$ cat config.mk
export PLATFORM = sky130hd
export DESIGN_NAME = ready_registrar_flat
export DESIGN_NICKNAME = d
export VERILOG_FILES = /design/src/rtl/ready_registrar_if.sv /design/src/rtl/ready_registrar.sv /design/src/flat_wrapper.sv
export SDC_FILE = /design/constraint.sdc
export NUM_CORES = 1
export LEC_CHECK = 0
export CORE_AREA = 2 2 106 108
export DETAILED_ROUTE_END_ITERATION = 7
export DIE_AREA = 0 0 108 110
export GPL_ROUTABILITY_DRIVEN = 0
export PLACE_DENSITY = 0.59
export RECOVER_POWER = 25
export SYNTH_ARGS = -nofsm -noshare
export SYNTH_HDL_FRONTEND = slang
export SYNTH_SLANG_ARGS = --single-unit
$ cat constraint.sdc
create_clock -name clk -period 1.9 [get_ports clk]
set_clock_uncertainty 0.2 [all_clocks]
set_input_delay 0.19 -clock clk [delete_from_list [all_inputs] [get_ports clk]]
set_output_delay 0.19 -clock clk [all_outputs]
set_load 0.01 [all_outputs]
$ cat src/rtl/ready_registrar_if.sv
// Menu-side bundle for the ready registrar: raw buttons and menu state in,
// per-player ready flags and the activity pulse out.
interface ready_registrar_if;
    logic       is_in_menu;
    logic [2:0] countdown;
    logic       green_btn;
    logic       red_btn;
    logic       blue_btn;
    logic       yellow_btn;
    logic       green_ready_to_play;
    logic       red_ready_to_play;
    logic       blue_ready_to_play;
    logic       yellow_ready_to_play;
    logic       activity;

    modport master (
        output is_in_menu, countdown,
        output green_btn, red_btn, blue_btn, yellow_btn,
        input  green_ready_to_play, red_ready_to_play,
        input  blue_ready_to_play, yellow_ready_to_play,
        input  activity
    );

    modport slave (
        input  is_in_menu, countdown,
        input  green_btn, red_btn, blue_btn, yellow_btn,
        output green_ready_to_play, red_ready_to_play,
        output blue_ready_to_play, yellow_ready_to_play,
        output activity
    );
endinterface

$ cat src/rtl/ready_registrar.sv
// Four-player ready registrar: synchronize and debounce each button, toggle the
// player's ready flag on a clean press while the menu is open and unlocked.
module ready_registrar #(
    parameter int DEBOUNCE_CLK_COUNT = 500000
) (
    input  logic              clk,
    input  logic              reset,
    ready_registrar_if.slave  bus
);

    localparam int CW = (DEBOUNCE_CLK_COUNT > 2) ? $clog2(DEBOUNCE_CLK_COUNT) : 1;
    localparam logic [CW-1:0] TERM_CNT = CW'(DEBOUNCE_CLK_COUNT - 1);

    // Channel index: 0 green, 1 red, 2 blue, 3 yellow.
    logic [3:0]    btn_raw;
    logic [3:0]    s1_q;
    logic [3:0]    s2_q;
    logic [3:0]    deb_q;
    logic [3:0]    deb_d;
    logic [3:0]    press_q;
    logic [3:0]    press_d;
    logic [3:0]    ready_q;
    logic [3:0]    ready_d;
    logic          activity_q;
    logic          activity_d;
    logic [CW-1:0] cnt_q [4];
    logic [CW-1:0] cnt_d [4];
    logic          unlocked;

    assign btn_raw  = {bus.yellow_btn, bus.blue_btn, bus.red_btn, bus.green_btn};
    assign unlocked = bus.is_in_menu && (bus.countdown == 3'd0);

    always_comb begin
        deb_d   = deb_q;
        press_d = '0;
        cnt_d   = cnt_q;
        for (int i = 0; i < 4; i++) begin
            if (s2_q[i] == deb_q[i]) begin
                cnt_d[i] = '0;
            end else if (cnt_q[i] == TERM_CNT) begin
                deb_d[i]   = s2_q[i];
                cnt_d[i]   = '0;
                press_d[i] = s2_q[i];
            end else begin
                cnt_d[i] = cnt_q[i] + CW'(1);
            end
        end
    end

    // Presses that complete during the lock window are dropped, not queued.
    always_comb begin
        ready_d    = ready_q ^ (press_q & {4{unlocked}});
        activity_d = |(ready_d ^ ready_q);
    end

    always_ff @(posedge clk) begin
        if (reset) begin
            s1_q       <= '0;
            s2_q       <= '0;
            deb_q      <= '0;
            press_q    <= '0;
            ready_q    <= '0;
            activity_q <= 1'b0;
            for (int i = 0; i < 4; i++) begin
                cnt_q[i] <= '0;
            end
        end else begin
            s1_q       <= btn_raw;
            s2_q       <= s1_q;
            deb_q      <= deb_d;
            press_q    <= press_d;
            ready_q    <= ready_d;
            activity_q <= activity_d;
            for (int i = 0; i < 4; i++) begin
                cnt_q[i] <= cnt_d[i];
            end
        end
    end

    assign bus.green_ready_to_play  = ready_q[0];
    assign bus.red_ready_to_play    = ready_q[1];
    assign bus.blue_ready_to_play   = ready_q[2];
    assign bus.yellow_ready_to_play = ready_q[3];
    assign bus.activity             = activity_q;

endmodule

$ cat src/flat_wrapper.sv
// flat-port wrapper written by rule: the top's interface ports become plain ports
module ready_registrar_flat 
#(
    parameter int DEBOUNCE_CLK_COUNT = 500000
)
  (clk, reset, bus_is_in_menu, bus_countdown, bus_green_btn, bus_red_btn, bus_blue_btn, bus_yellow_btn, bus_green_ready_to_play, bus_red_ready_to_play, bus_blue_ready_to_play, bus_yellow_ready_to_play, bus_activity);
  ready_registrar_if bus_i ();
  input  logic clk;
  input  logic reset;
  input wire logic [$bits(bus_i.is_in_menu)-1:0] bus_is_in_menu;
  input wire logic [$bits(bus_i.countdown)-1:0] bus_countdown;
  input wire logic [$bits(bus_i.green_btn)-1:0] bus_green_btn;
  input wire logic [$bits(bus_i.red_btn)-1:0] bus_red_btn;
  input wire logic [$bits(bus_i.blue_btn)-1:0] bus_blue_btn;
  input wire logic [$bits(bus_i.yellow_btn)-1:0] bus_yellow_btn;
  output wire logic [$bits(bus_i.green_ready_to_play)-1:0] bus_green_ready_to_play;
  output wire logic [$bits(bus_i.red_ready_to_play)-1:0] bus_red_ready_to_play;
  output wire logic [$bits(bus_i.blue_ready_to_play)-1:0] bus_blue_ready_to_play;
  output wire logic [$bits(bus_i.yellow_ready_to_play)-1:0] bus_yellow_ready_to_play;
  output wire logic [$bits(bus_i.activity)-1:0] bus_activity;
  assign bus_i.is_in_menu = bus_is_in_menu;
  assign bus_i.countdown = bus_countdown;
  assign bus_i.green_btn = bus_green_btn;
  assign bus_i.red_btn = bus_red_btn;
  assign bus_i.blue_btn = bus_blue_btn;
  assign bus_i.yellow_btn = bus_yellow_btn;
  assign bus_green_ready_to_play = bus_i.green_ready_to_play;
  assign bus_red_ready_to_play = bus_i.red_ready_to_play;
  assign bus_blue_ready_to_play = bus_i.blue_ready_to_play;
  assign bus_yellow_ready_to_play = bus_i.yellow_ready_to_play;
  assign bus_activity = bus_i.activity;
  ready_registrar #(.DEBOUNCE_CLK_COUNT(DEBOUNCE_CLK_COUNT)) u_core (.clk(clk), .reset(reset), .bus(bus_i));
endmodule
==> summary.md, run 1 <==
| Metric | Value |
|---|---|
| Dpl hpwl | 5920 um |
| Gate power share | 0.019 |
| PwrDens | 693 nW/um^2 |
| GRT Residual Overflow | 0 |
| Max Fanout on Critical Path | 6 |
| Int Pwr | 2.85 mW |
| First-pass GRT wire length | 14400 um |
| Placed cells | 668 |
| Ys flop type | dfxtp_1 |
| Reg2reg start | u_core.cnt_q[13] |
| Layout Nets | 553 |
| Vias/cell | 5.07 |
| Area grow syn2layout | 22.1% |
| Routed len/inst | 12.2 um |
| Hold crit path type | input pin to flip-flop |
| Setup ws final | 0.0474 ns |
| R2R Setup Slk | 0.05 ns |
| Worst slew margin | 0.713 |
| Sequential area share after synthesis | 0.458 |
| Die W | 108 um |
| Fin. Hold Viols | 0 |
| Max-Cap Viols | 0 |
| Fill cell count | 1025 |
| Post-synthesis cell count | 479 |
| Post-DRT Antenna Nets | 0 |
| Post-synth cell types | 39 |
| Final Critical Period | 1.85 ns |
| CTS sink cnt | 97 |
| HP Start | bus_blue_btn |
| Worst R2R Path Depth | 4 |
| Final std cells w/o fill | 683 |
| Net count after synthesis | 493 |
| Setup bufs post-CTS | 0 |
| Residual DRC count | 0 |
| Final instance area | 5180 sq um |
| RR Endpoint | u_core.cnt_q[16] |
| Final period utilization | 0.975 |
| Clock network power share | 0.410 |
| H-tree depth | 3 |
| Initial core utilization | 0.396 |
| Hold path depth | 2 |
| Number of global-route vias before repair | 3165 |
| Async set-reset flop share out of synthesis | 0 |
| Drt first pass iters | 4 |
| Ports | 15 |
| Clk Latency, worst-skew pair | 0.36 ns |
| Max Root-Sink Buffers | 2 |
| Core area | 10700 sq um |
| Synth Register Bits | 97 |
| Largest net degree at the start of global routing | 22 |
| NetSw | 0.741 mW |
| Post-Syn Area per Cell | 8.85 sq um |
| Multi-input gate area | 2270 sq um |
| Sw Ratio | 0.207 |
| CP required | 1.99 ns |
| TritonCTS buffer count | 9 |
| Clk root buf | clkbuf_8 |
| Arrival @ worst endpoint | 1.95 ns |
| I/O Buffers | 14 |
| Setup CP Type | flip-flop to flip-flop |
| Clock-pin slew on the worst setup and hold paths | 0.09 ns |
| Post-synth EDFFs | 0 |
| Status | finished clean |
| Seq pwr share | 0.570 |
| Hold Path End | u_core.s1_q[2] |
| Dpl ws | 0.0323 ns |
| Commonest non-fill, non-tap cell in the layout | dfxtp_1 |
| Total wire length | 8330 um |
| Post-DP Area | 4880 sq um |
| Die Span Y | 110 um |
| Most frequent cells in the layout | dfxtp_1, nor2_1, xnor2_1, buf_4, nand3_1 |
| Register area | 1950 sq um |
| RSZ-0062 raised after global routing | yes |
| Static leakage | 1.60 nW |
| Drt initial violations | 114 |
| Initial antenna violation count | 0 |
| Startpoint class of the critical path | flip-flop |
| Netlist Area Pre-Place | 4240 sq um |
| Final Slew Violations | 0 |
| Setup crit end kind | flip-flop |
| Worst-Margin Slew | 0.425 ns |
| Std cell rows | 38 |
| Antenna Cells | 0 |
| TritonCTS clock tree | yes |
| VDD IR-drop max | 0.378 mV |
| Fmax | 0.540 GHz |
| Final setup viols | 0 |
| Via count | 3461 |
| Global Route Usage Sum | 0.152 |
| Ys Warns | 0 |
| Die ar. | 11900 sq um |
| Share of post-route cells with drive strength above 1 | 0.157 |
power groups by stage:
stage          sequential [mW]  combinational [mW]  clock (mW)
2_1_floorplan             2.09              0.0333           0
5_1_grt                   2.05              0.0778        1.62
6_report                  2.05              0.0699        1.47
3_5_place_dp              2.09              0.0732           0
3_3_place_gp              2.09              0.0723           0
4_1_cts                   2.05              0.0731        1.52
worst max-delay path, stage by stage, from the launching register on:
cell and delay (ns):
dfxtp_1 0.43, inv_1 0.05, or4_1 0.59, or3_1 0.37
a21oi_1 0.14
layout make-up:
type / instances / share of cell area
multi-input combinational: 357 / 0.439
sequential: 97 / 0.378
timing repair buffer: 60 / 0.0972
tap: 140 / 0.0338
clock buffer: 10 / 0.0266
clock inverter: 5 / 0.0155
inverter: 14 / 0.0102
sequential cells by signal, indices dropped and copies added (netlist names):
signal / count
u_core.cnt_q: 76
u_core.bus.activity: 1
u_core.s1_q: 4
u_core.deb_q: 4
u_core.s2_q: 4
u_core.ready_q: 4
u_core.press_q: 4
logic make-up after synthesis:
group | after synthesis | share of synthesized area
simple gates | 253 | 0.324
flops | 97 | 0.458
xor+xnor | 62 | 0.128
compound gates | 35 | 0.0478
buf+inv | 25 | 0.0236
fa+ha+maj | 4 | 0.0118
mux | 3 | 0.00708
stage by stage:
stage	hold slack, ns	utilization	setup TNS [ns]	power [mW]
after floorplan	0.118	-	0	2.13
after global placement	0.217	0.456	0	2.17
after detailed placement	0.223	0.456	0	2.17
after CTS	0.157	0.477	0	3.64
after global routing	0.162	0.484	-0.565	3.74
final	0.177	0.484	0	3.59
worst max path at each step:
stage | slack [ns] | start | endpoint | cells past startpoint
floorplan | 0.02 | u_core.cnt_q[0] | u_core.cnt_q[5] | 7
global placement | 0.05 | u_core.cnt_q[13] | u_core.cnt_q[14] | 5
detailed placement | 0.03 | u_core.cnt_q[13] | u_core.deb_q[3] | 4
CTS | 0.009 | u_core.cnt_q[13] | u_core.deb_q[3] | 4
global route | -0.06 | u_core.cnt_q[12] | u_core.cnt_q[13] | 5
finish | 0.05 | u_core.cnt_q[13] | u_core.cnt_q[16] | 4
cells in the mapped netlist (all sizes together), types with 5 or more instances:
master | instances | share of area
dfxtp | 97 | 0.46
nor2 | 80 | 0.071
xnor2 | 42 | 0.087
nand3 | 34 | 0.040
nand4 | 23 | 0.037
nor4 | 21 | 0.035
nand2 | 20 | 0.018
xor2 | 20 | 0.041
nor3 | 15 | 0.018
o21ai | 15 | 0.019
inv | 14 | 0.012
a21oi | 13 | 0.015
and3 | 11 | 0.016
nor2b | 10 | 0.015
nor4b | 8 | 0.018
buf | 6 | 0.0068
clkbuf | 5 | 0.0044
nand4b | 5 | 0.010
or3 | 5 | 0.0074
or4 | 5 | 0.0089
metal layers:
metal / vias to the layer above / GRT usage / share of wire
met3: 9 / 0.0382 / 0.035
met4: 0 / 0.0623 / 0.013
met2: 42 / 0.220 / 0.43
met5: - / 0 / 0
met1: 1599 / 0.216 / 0.52
li1: 1811 / - / -
timing repair:
item                                    in CTS  in global routing
pin swaps                                    0                  1
cloned                                       0                  0
gates resized for setup                      1                 21
hold buffers                                 0                  0
endpoints found under the setup margin      16                 55
No activity file was read; power rests on OpenSTA's default activity.
==> run 2: changes to the inputs <==
- GPL_ROUTABILITY_DRIVEN: 0 -> default
==> results of run 2 <==
Final layout, timing and power as in run 1 (identical DEF).
==> run 3: changes to the inputs <==
- SLEW_MARGIN: default -> 40
- clock period: 1.9 -> 1.6 ns (I/O delays scaled with it)
==> run 3 against run 2 <==
Compared with the run above: the run now ends with setup timing left; critical path depth stayed put; register-to-register slack worse by 0.22 ns; count of clock-buffer cells in the layout is 5 higher; worst setup slack lost 0.22 ns; sequential share of layout area down 6.6 points; clock power is 22% higher; sequential power is 18% higher; routed wire length is 26% higher; power increased by 20%; sequential cell count unchanged; maximum frequency increased by 4.7%; global-route usage up 3.1 points.
==> summary.md, run 3 (synthesized netlist as in run 1, its figures left out) <==
| Metric | Value |
|---|---|
| Status | finished, violations left |
| Failing checks | setup timing |
| Die ar. | 11900 sq um (unchanged) |
| Worst slew margin | 0.682 (-0.0305) |
| R2R Setup Slk | -0.17 ns (-0.22 ns) |
| Final period utilization | 1.11 (+0.131) |
| Share of post-route cells with drive strength above 1 | 0.437 (+0.280) |
| Final Slew Violations | 0 (unchanged) |
| H-tree depth | 3 (unchanged) |
| Worst-Margin Slew | 0.477 ns (+0.0518 ns) |
| Most frequent cells in the layout | buf_4, nor2_1, dfxtp_1 |
| Commonest non-fill, non-tap cell in the layout | buf_4 |
| Via count | 3922 (+13%) |
| Vias/cell | 5.07 (about the same) |
| Critical path endpoint | u_core.cnt_q[74] |
| Arrival @ worst endpoint | 1.88 ns (-0.07 ns) |
| Sw Ratio | 0.210 (+0.00352) |
| Setup ws final | -0.170 ns (-0.217 ns) |
| Clk root buf | clkbuf_8 |
| Die Span Y | 110 um (unchanged) |
| RR Endpoint | u_core.cnt_q[74] |
| Hold crit path type | input pin to flip-flop |
| Routability cong. | 0.881 |
| Gate power share | 0.025 (+0.006) |
| Drt first pass iters | 4 (unchanged) |
| CTS sink cnt | 97 (unchanged) |
| Worst R2R Path Depth | 4 (unchanged) |
| Clock network power share | 0.416 (+0.006) |
| Largest reg by FF count | u_core.cnt_q |
| Clk Latency, worst-skew pair | 0.37 ns (about the same) |
| Final core occ | 0.609 (+0.125) |
| Startpoint class of the critical path | flip-flop |
| Static leakage | 2.27 nW (+42%) |
| Seq pwr share | 0.558 (-0.012) |
| Global Route Usage Sum | 0.183 (+0.0307) |
| Number of global-route vias before repair | 3847 (+22%) |
| RSZ-0062 raised after global routing | yes |
| Routed len/inst | 13.6 um (+11%) |
| Final setup viols | 76 (+76) |
| Max FFs per register | 76 (unchanged) |
| Std cell rows | 38 (unchanged) |
| Ports | 15 (unchanged) |
| Hold path depth | 2 (unchanged) |
| Largest net degree at the start of global routing | 18 (-18%) |
| Total wire length | 10500 um (+26%) |
| Fin. Hold Viols | 0 (unchanged) |
| GRT Residual Overflow | 0 (unchanged) |
| Setup crit end kind | flip-flop |
| Post-DP Area | 5650 sq um (+16%) |
| Dpl hpwl | 7070 um (+20%) |
| Die W | 108 um (unchanged) |
| TritonCTS buffer count | 9 (unchanged) |
| Layout Nets | 643 (+16%) |
| CP Launch Point | u_core.cnt_q[68] |
| Int Pwr | 3.41 mW (+20%) |
| Drt initial violations | 140 (+23%) |
| Antenna Cells | 0 (unchanged) |
| Fmax | 0.565 GHz (+4.7%) |
| Post-DRT Antenna Nets | 0 (unchanged) |
| Max Fanout on Critical Path | 3 (-3) |
| Fill cell count | 911 (-11%) |
| Max Root-Sink Buffers | 2 (unchanged) |
| Final instance area | 6520 sq um (+26%) |
| Final Critical Period | 1.77 ns (-0.0830 ns) |
| I/O Buffers | 14 (unchanged) |
| Residual DRC count | 0 (unchanged) |
| Clock-pin slew on the worst setup and hold paths | 0.09 ns (about the same) |
| CP required | 1.71 ns (-0.28 ns) |
| Core area | 10700 sq um (unchanged) |
| Setup CP Type | flip-flop to flip-flop |
| Initial antenna violation count | 0 (unchanged) |
| VDD IR-drop max | 0.475 mV (+26%) |
| Initial core utilization | 0.396 (unchanged) |
| Area grow syn2layout | 53.6% |
| Reg2reg start | u_core.cnt_q[68] |
| NetSw | 0.907 mW (+22%) |
| Max-Cap Viols | 0 (unchanged) |
| First-pass GRT wire length | 17300 um (+20%) |
| PwrDens | 663 nW/um^2 (-4.3%) |
| TritonCTS clock tree | yes |
[run 3: cell count changes in the layout (fill, tap and decap cells not counted), moves of 8 or more]
cell     before  now
dfxtp_4       1   12
buf_6         0   16
nor2_1       80   67
dfxtp_1      89   49
dfxtp_2       7   36
nor4_1       14    6
nand3_1      33   25
buf_4        42  111
[run 3: critical path: stages (launching register included)]
cell and delay, ns:
dfxtp_2 0.36, nand4_1 0.12, or4_4 0.55, or3_4 0.34
a31oi_1 0.12
[run 3: layout make-up]
cell class                      count  area [sq um]  area share
Sequential cell                    97          2030       0.312
Multi-Input combinational cell    357          2770       0.425
Clock buffer                       15           198      0.0303
Clock inverter                      1          30.0     0.00461
Inverter                           14          52.6     0.00807
Tap cell                          140           175      0.0269
Timing Repair Buffer              150          1260       0.193
[run 3: repair_timing]
item                       CTS  global route
gates cloned                 0             1
buffers inserted            13             5
hold buffers                 0             0
resized for setup           71            61
pin swaps                   22            36
setup endpoints to repair   86            83
[run 3: stage by stage]
stage	setup WS (ns)	total power, mW	std cells	hold slack [ns]	setup TNS (ns)
after floorplan	-0.0918	2.52	479	0.0882	-1.95
after global placement	-0.190	2.58	739	0.222	-5.01
after detailed placement	-0.206	2.58	739	0.231	-5.98
after CTS	-0.115	4.37	768	0.123	-2.21
after global routing	-0.254	4.50	774	0.118	-10.90
final	-0.170	4.32	774	0.136	-4.80
[run 3: power groups by stage]
stage | clock [mW] | combinational [mW] | sequential, mW
after detailed placement | 0 | 0.103 | 2.48
after CTS | 1.85 | 0.106 | 2.41
final | 1.80 | 0.110 | 2.41
after global routing | 1.97 | 0.119 | 2.41
after floorplan | 0 | 0.0446 | 2.48
after global placement | 0 | 0.100 | 2.48
[run 3: metal layers]
layer	share of wire	track usage	wire, um	vias to the layer above
li1	-	-	-	1987
met1	0.45	0.226	4740	1885
met2	0.51	0.312	5350	34
met3	0.022	0.0300	233	16
met4	0.018	0.0852	187	0
met5	0	0	0	-
[run 3: worst min-delay path by stage]
stage / startpoint / endpoint / slack, ns
final: bus_blue_btn / u_core.s1_q[2] / 0.14
after global routing: bus_blue_btn / u_core.s1_q[2] / 0.12
after CTS: bus_blue_btn / u_core.s1_q[2] / 0.12
after detailed placement: u_core.s1_q[3] / u_core.s2_q[3] / 0.23
after global placement: u_core.s1_q[3] / u_core.s2_q[3] / 0.22
after floorplan: bus_green_btn / u_core.s1_q[0] / 0.09
